File: src/rtl/seg7_scan.sv
// Four-digit multiplexed 7-segment driver for an HH:MM clock display.
// Frame-coherent shadowed digits, PWM dimming, leading-zero blank and a blinking colon.
module seg7_scan #(
  parameter int unsigned REFRESH_DIV = 50000,
  parameter int unsigned SYNC_STAGES = 2
) (
  input  logic       userclock,
  input  logic       rst_n,
  input  logic [3:0] num0,
  input  logic [3:0] num1,
  input  logic [3:0] num2,
  input  logic [3:0] num3,
  input  logic       sec_tick,
  input  logic       blank_lz,
  input  logic       colon_en,
  input  logic [1:0] dim,
  output logic [3:0] an,
  output logic [6:0] seg,
  output logic       dp
);

  localparam int unsigned CNT_W = $clog2(REFRESH_DIV);
  localparam int unsigned QTR   = REFRESH_DIV / 4;
  localparam logic [CNT_W-1:0] CNT_TC = CNT_W'(REFRESH_DIV - 1);
  localparam logic [CNT_W:0]   LIM_0  = (CNT_W+1)'(QTR);
  localparam logic [CNT_W:0]   LIM_1  = (CNT_W+1)'(2 * QTR);
  localparam logic [CNT_W:0]   LIM_2  = (CNT_W+1)'(3 * QTR);
  localparam logic [CNT_W:0]   LIM_3  = (CNT_W+1)'(REFRESH_DIV);

  logic [CNT_W-1:0]       cnt;
  logic [1:0]             idx;
  logic [3:0][3:0]        shadow;
  logic [SYNC_STAGES-1:0] sync_q;
  logic                   sec_d;
  logic                   colon_ph;

  logic                   tc;
  logic                   sec_rise;
  logic [3:0]             cur;
  logic [6:0]             dec;
  logic [CNT_W:0]         lim;
  logic                   on_win;
  logic                   blank;
  logic [3:0]             an_nxt;
  logic [6:0]             seg_nxt;
  logic                   dp_nxt;

  // Slot timing, digit selection and output decode from the current cnt/idx
  always_comb begin
    tc       = (cnt == CNT_TC);
    sec_rise = sync_q[SYNC_STAGES-1] & ~sec_d;
    cur      = shadow[idx];
    dec      = 7'b0111111;
    lim      = LIM_3;
    an_nxt   = 4'b1111;
    seg_nxt  = 7'b1111111;
    dp_nxt   = 1'b1;

    unique case (cur)
      4'd0:    dec = 7'b1000000;
      4'd1:    dec = 7'b1111001;
      4'd2:    dec = 7'b0100100;
      4'd3:    dec = 7'b0110000;
      4'd4:    dec = 7'b0011001;
      4'd5:    dec = 7'b0010010;
      4'd6:    dec = 7'b0000010;
      4'd7:    dec = 7'b1111000;
      4'd8:    dec = 7'b0000000;
      4'd9:    dec = 7'b0010000;
      default: dec = 7'b0111111;
    endcase

    unique case (dim)
      2'd0:    lim = LIM_0;
      2'd1:    lim = LIM_1;
      2'd2:    lim = LIM_2;
      default: lim = LIM_3;
    endcase

    on_win = ({1'b0, cnt} < lim);
    blank  = (idx == 2'd3) && blank_lz && (cur == 4'd0);

    if (on_win && !blank) begin
      an_nxt  = ~(4'b0001 << idx);
      seg_nxt = dec;
    end
    if (on_win && (idx == 2'd2) && colon_en && colon_ph) begin
      dp_nxt = 1'b0;
    end
  end

  // Prescaler, digit index and shadow capture at the end of each frame
  always_ff @(posedge userclock or negedge rst_n) begin
    if (!rst_n) begin
      cnt    <= '0;
      idx    <= 2'd0;
      shadow <= '0;
    end else begin
      if (tc) begin
        cnt <= '0;
        idx <= idx + 2'd1;
        if (idx == 2'd3) begin
          shadow <= {num3, num2, num1, num0};
        end
      end else begin
        cnt <= cnt + CNT_W'(1);
      end
    end
  end

  // sec_tick synchronizer, rising-edge detect and colon phase
  always_ff @(posedge userclock or negedge rst_n) begin
    if (!rst_n) begin
      sync_q   <= '0;
      sec_d    <= 1'b0;
      colon_ph <= 1'b0;
    end else begin
      sync_q <= {sync_q[SYNC_STAGES-2:0], sec_tick};
      sec_d  <= sync_q[SYNC_STAGES-1];
      if (sec_rise) begin
        colon_ph <= ~colon_ph;
      end
    end
  end

  // Registered display outputs, dark while in reset
  always_ff @(posedge userclock or negedge rst_n) begin
    if (!rst_n) begin
      an  <= 4'b1111;
      seg <= 7'b1111111;
      dp  <= 1'b1;
    end else begin
      an  <= an_nxt;
      seg <= seg_nxt;
      dp  <= dp_nxt;
    end
  end

endmodule

File: config.mk
export PLATFORM = sky130hd
export DESIGN_NAME = seg7_scan
export DESIGN_NICKNAME = d
export VERILOG_FILES = /design/src/rtl/seg7_scan.sv
export SDC_FILE = /design/constraint.sdc
export NUM_CORES = 1
export LEC_CHECK = 0
export BUFFER_PORTS_ARGS = -buffer_cell sky130_fd_sc_hd__buf_2
export CAP_MARGIN = 40
export CORE_MARGIN = 2
export CORE_UTILIZATION = 40
export CTS_BUF_LIST = sky130_fd_sc_hd__clkbuf_16
export DETAILED_ROUTE_END_ITERATION = 16
export SLEW_MARGIN = 10
export SYNTH_ARGS = -nofsm -noshare
export SYNTH_HDL_FRONTEND = slang
export SYNTH_SLANG_ARGS = --single-unit
File: constraint.sdc
create_clock -name userclock -period 2.5 [get_ports userclock]
set_input_delay 0.375 -clock userclock [delete_from_list [all_inputs] [get_ports userclock]]
set_output_delay 0.375 -clock userclock [all_outputs]
set_load 0.005 [all_outputs]
Yosys cells after proc, flatten, opt, wreduce, memory -nomap -nowiden:

Memory sizes are Yosys's and may differ from the RTL's.
Index checks and enable logic that the tools add are counted.
Widths: inputs -> output; s select.

* bits in writable memories: 0
* bits in latches: 0
* output and inout port bits: 12
* bits of input ports: 23
* word-level logic and storage cells: 44
* memory bits (read-only): 112
* register bits after elaboration: 50
* memories: 1

Memories
* (name not given): words 16, bits a word 7, read ports 1, clocked after memory_dff 0, wr ports 0, line 59 `unique case (cur)`

* reduce and logical (&&, ||, !) cells: 10
* $add $sub $neg: 2
* multipliers: 0
* divide/modulo/power cells: 0
* equal/unequal tests: 5
* bitwise operators: 4
* muxes and demuxes: 7
* shifts and indexed selects: 1
* $lt $le $gt $ge: 2

Operators with widths (number)
* $pmux 16 s3: 1
* $lt 16x17->1: 1
* $add 16x1->16 const B: 1
* $eq 16x16->1 const B: 1
* $mux 16: 1
* $bmux 4 s2: 1
* $mux 4: 2
* $mux 7: 1
* $eq 2x2->1 const B: 3
* $logic_and 1x1->1: 6
* $logic_not 4->1: 1
* $not 4->4: 1
* $shl 1x2->4 const A: 1
* $lt 2x3->1 const B: 1
* $add 2x1->2 const B: 1
* $eq 2x1->1 const B: 1
* $logic_not 2->1: 1
* $not 1->1: 2
* $reduce_and 2->1: 1
* $and 1x1->1: 1
* $logic_not 1->1: 1
* $mux 1: 1

Longest topological paths before layout:

* depth in word-level cells: 7
* gate-level depth with buffers: 9
* gate-level depth less buffers: 9

Worst setup path after synthesis:

No wires, ideal clock.

* path type: input port to flip-flop
* start point: input port dim[1]
* end point: register seg[6]
* path buffers: 0
* stages: 9
* data required time: 2.421 ns
* data arrival time: 2.101 ns
* slack: 0.320 ns
* cell sequence: inv_1 ha_1 nor2_1 ha_1 and3_1 nand4_1 a2111oi_0 nor3b_2 o21ai_0

* longest elaborated chain between the ends: 5
* elaborated cells between the ends (all ways): 7

Ends and longest elaborated chain
* start: declaration: line 16 `input logic [1:0] dim,`
* $eq 2x2->1 (tied with other cells): line 73 `unique case (dim)`
* $pmux 16 s3 *: line 73
* $lt 16x17->1 *: line 80 `on_win = ({1'b0, cnt} < lim);`
* $logic_and 1x1->1 *: line 83 `if (on_win && !blank) begin`
* $mux 7 *: line 83
* via seg_nxt[6]: line 45 `logic [6:0] seg_nxt;`
* end signal: assignment: line 134 `seg <= seg_nxt;`
* end: declaration: line 18 `output logic [6:0] seg,`

Mark *: on every way through the listed nets, which the timed path passes. The rest lies on a longest branch.
A chain may end at the register's enable or synchronous reset.

Worst setup path in the final report:

* start point: register idx[0]
* end point: register seg[6]

* longest elaborated chain between the ends: 7
* elaborated cells between the ends (all ways): 10

Ends and longest elaborated chain
* start: declaration: line 31 `logic [1:0] idx;`
* start signal: assignment: line 101 `idx <= idx + 2'd1;`
* parallel branches: the longest is 6 deep, another holds $mem_v2 16x7
* $mux 7 *: line 83
* via seg_nxt[6]: line 45

Mark *: on every way through the listed nets, which the timed path passes. The select of a mux whose other input is x is not followed.

==> flow_summary.json <==
{
  "clk_latency_ns": 0.29,
  "status": "finished, final reports clean",
  "grt_max_degree": 30,
  "syn_area_per_cell_sq_um": 12.0,
  "p_leak_nw": 1.52,
  "tightest_slew_ns": 0.469,
  "clk_pin_slew_worst_paths_ns": 0.07,
  "nNetsFinal": 315,
  "path_max_fanout": 8,
  "arrival_ns": 2.41,
  "yosysSeqAreaShare": 0.478,
  "root_buffer": "clkbuf_16",
  "hold_path_class": "input port to async pin",
  "rows": 29,
  "ctsHoldBuffers": 0,
  "wl_mm": 4.90,
  "core_area_sq_um": 6390,
  "drc": 0,
  "cts_max_path_buffers": 2,
  "area_delta_synth_final_pct": 16.8,
  "diodes": 0,
  "skew_ns": 0.00963,
  "wire_per_inst_um": 14.2,
  "drtAntennaViolNets": 0,
  "synth_area_sq_um": 2650,
  "async_reset_ff_frac": 1.00,
  "dpl.hpwl_mm": 3.73,
  "start_kind": "flip-flop",
  "antenna_found_initial": 0,
  "grt_pass1_vias": 1729,
  "die_h_um": 85.4,
  "syn_inst": 221,
  "crit_path_top_delay_cell": "mux4_2",
  "post-cts-setup-buffer-count": 0,
  "irDropWorstVdd_mv": 0.412,
  "grt_pass1_wl_mm": 8.30,
  "p_total_mw": 1.67,
  "numClockSinks": 50,
  "start_util": 0.415,
  "ys_types": 41,
  "drtIter0Drc": 63,
  "ys.flop_type": "dfrtp_1",
  "power_density_nw_per_um2": 538,
  "drive_gt1_frac": 0.326,
  "cts_resized": 0,
  "syn_nets": 270,
  "ff2ff_path_depth": 9,
  "critPathKind": "flip-flop to flip-flop",
  "die_area_sq_um": 7300,
  "worstPathRequired_ns": 2.70,
  "totalNegativeSetupSlack_ns": 0,
  "drt-vias-per-instance": 5.11,
  "numPortBuffers": 34,
  "place_congestion": 0.853,
  "maxSlewHeadroom": 0.688,
  "numCtsBuffers": 5,
  "crit_path_cell_trace": "mux4_2 > inv_1 > ha_1 > nand3_1 > nor2_1 > a22o_1 > nor3b_2 > buf_4 > o21ai_0",
  "yosysWarningCount": 0,
  "rsz0062_at_grt": "no",
  "fin_crit_ns": 2.21,
  "drv_slew": 0,
  "hold_viol_final": 0,
  "synth_edf_count": 0,
  "setup_viol": 0,
  "vias": 1757,
  "grt.overflow.total": 0,
  "synth_seq_cells": 50,
  "max_stage_delay_ns": 0.61,
  "worst_setup_path_end_kind": "flip-flop",
  "fp.dieW_um": 85.4,
  "finalCritPeriodShare": 0.885,
  "cts_max_level": 2,
  "pin_count": 35,
  "grt.total_usage": 0.145,
  "cts_tree": "done",
  "maxCapViolations": 0,
  "first_pass_iters": 4,
  "max_freq_mhz": 452
}
## layout make-up
cell class              instances  area (sq um)
clock buffers                   5           125
well taps                      77          96.3
multi-input cells             158          1330
repair buffers                 41           223
flip-flops and latches         50          1270
inverters                      10          37.5
fillers                       589          3290
clock inverters                 3          20.0
## logic make-up after synthesis
family / count (synthesis) / synth area share
buf+inv: 13 / 0.0217
xor+xnor: 16 / 0.0529
fa+ha+maj: 26 / 0.123
compound gates: 22 / 0.0547
flops: 50 / 0.478
mux: 26 / 0.136
simple gates: 68 / 0.135
## through the flow
stage	cells	hold slack (ns)	area [sq um]	util	setup WS, ns
global route	344	0.0726	3100	0.485	0.0982
detailed placement	336	0.341	2950	0.462	0.103
CTS	344	0.0596	3100	0.485	0.274
floorplan	221	0.0794	2650	-	0.320
global placement	336	0.335	2950	0.462	0.159
finish	344	0.0404	3100	0.485	0.287
## metal layers
metal  up-vias  global-route usage  routed length, um
met5         -                   0                  0
li1        871                   -                  -
met1       849               0.212               2460
met2        32               0.218               2160
met4         0              0.0390                 48
met3         5              0.0340                220
## worst max-delay path: cells and delay by family, from the launching register on
kind	cells	cell delay, ns
adders and majority gates	1	0.18
and+or+nand+nor	3	0.27
muxes	1	0.61
AOI/OAI and AO/OA	2	0.27
DFF	1	0.50
buffers and inverters	2	0.29
## registers in the layout, indices dropped and copies added (netlist names)
signal,cells
cnt,16
idx,2
sync_q,2
colon_ph,1
an,4
sec_d,1
dp,1
shadow,16
seg,7
## path summary, 6_finish.rpt
path | start | slack, ns | endpoint
min reg2reg | sync_q[0] | 0.35 | sync_q[1]
max | idx[0] | 0.29 | seg[6]
min | rst_n | 0.04 | cnt[2]
min in group userclock | sec_tick | 0.19 | sync_q[0]
max reg2reg | idx[0] | 0.29 | seg[6]
max in group asynchronous | rst_n | 1.69 | an[0]
## power breakdown
group          internal [mW]  switching, mW  leakage, nW
clock                  0.371          0.297       0.0679
sequential             0.849         0.0160        0.596
combinational         0.0669         0.0656        0.854
## synthesized netlist by cell type, types with 2 or more instances
cell type,instances,share of area
xor2_1,7,0.023
nor2_1,22,0.031
nand2_1,14,0.020
dfrtp_1,38,0.36
ha_1,26,0.12
o21ai_0,7,0.013
mux2_2,10,0.042
a21o_1,2,0.0057
and3_1,2,0.0047
o211ai_1,2,0.0057
mux2i_1,3,0.011
dfstp_2,12,0.12
nor3_1,4,0.0076
xnor2_1,9,0.030
inv_1,10,0.014
mux2_4,10,0.057
a21oi_1,4,0.0076
nand4_1,7,0.017
mux4_2,3,0.025
nand3_1,8,0.015
## placed cells by master (no fill, tap or decap), drive strengths merged, types with 4 or more instances in the layout
| master | n |
|---|---|
| buf | 41 |
| nand4 | 7 |
| a21oi | 4 |
| nor3 | 5 |
| mux2 | 20 |
| dfrtp | 38 |
| nor2 | 22 |
| clkbuf | 5 |
| dfstp | 12 |
| ha | 26 |
| inv | 11 |
| nand3 | 8 |
| xnor2 | 9 |
| xor2 | 7 |
| nand2 | 15 |
| o21ai | 7 |
(Power assumes the default switching activity.)
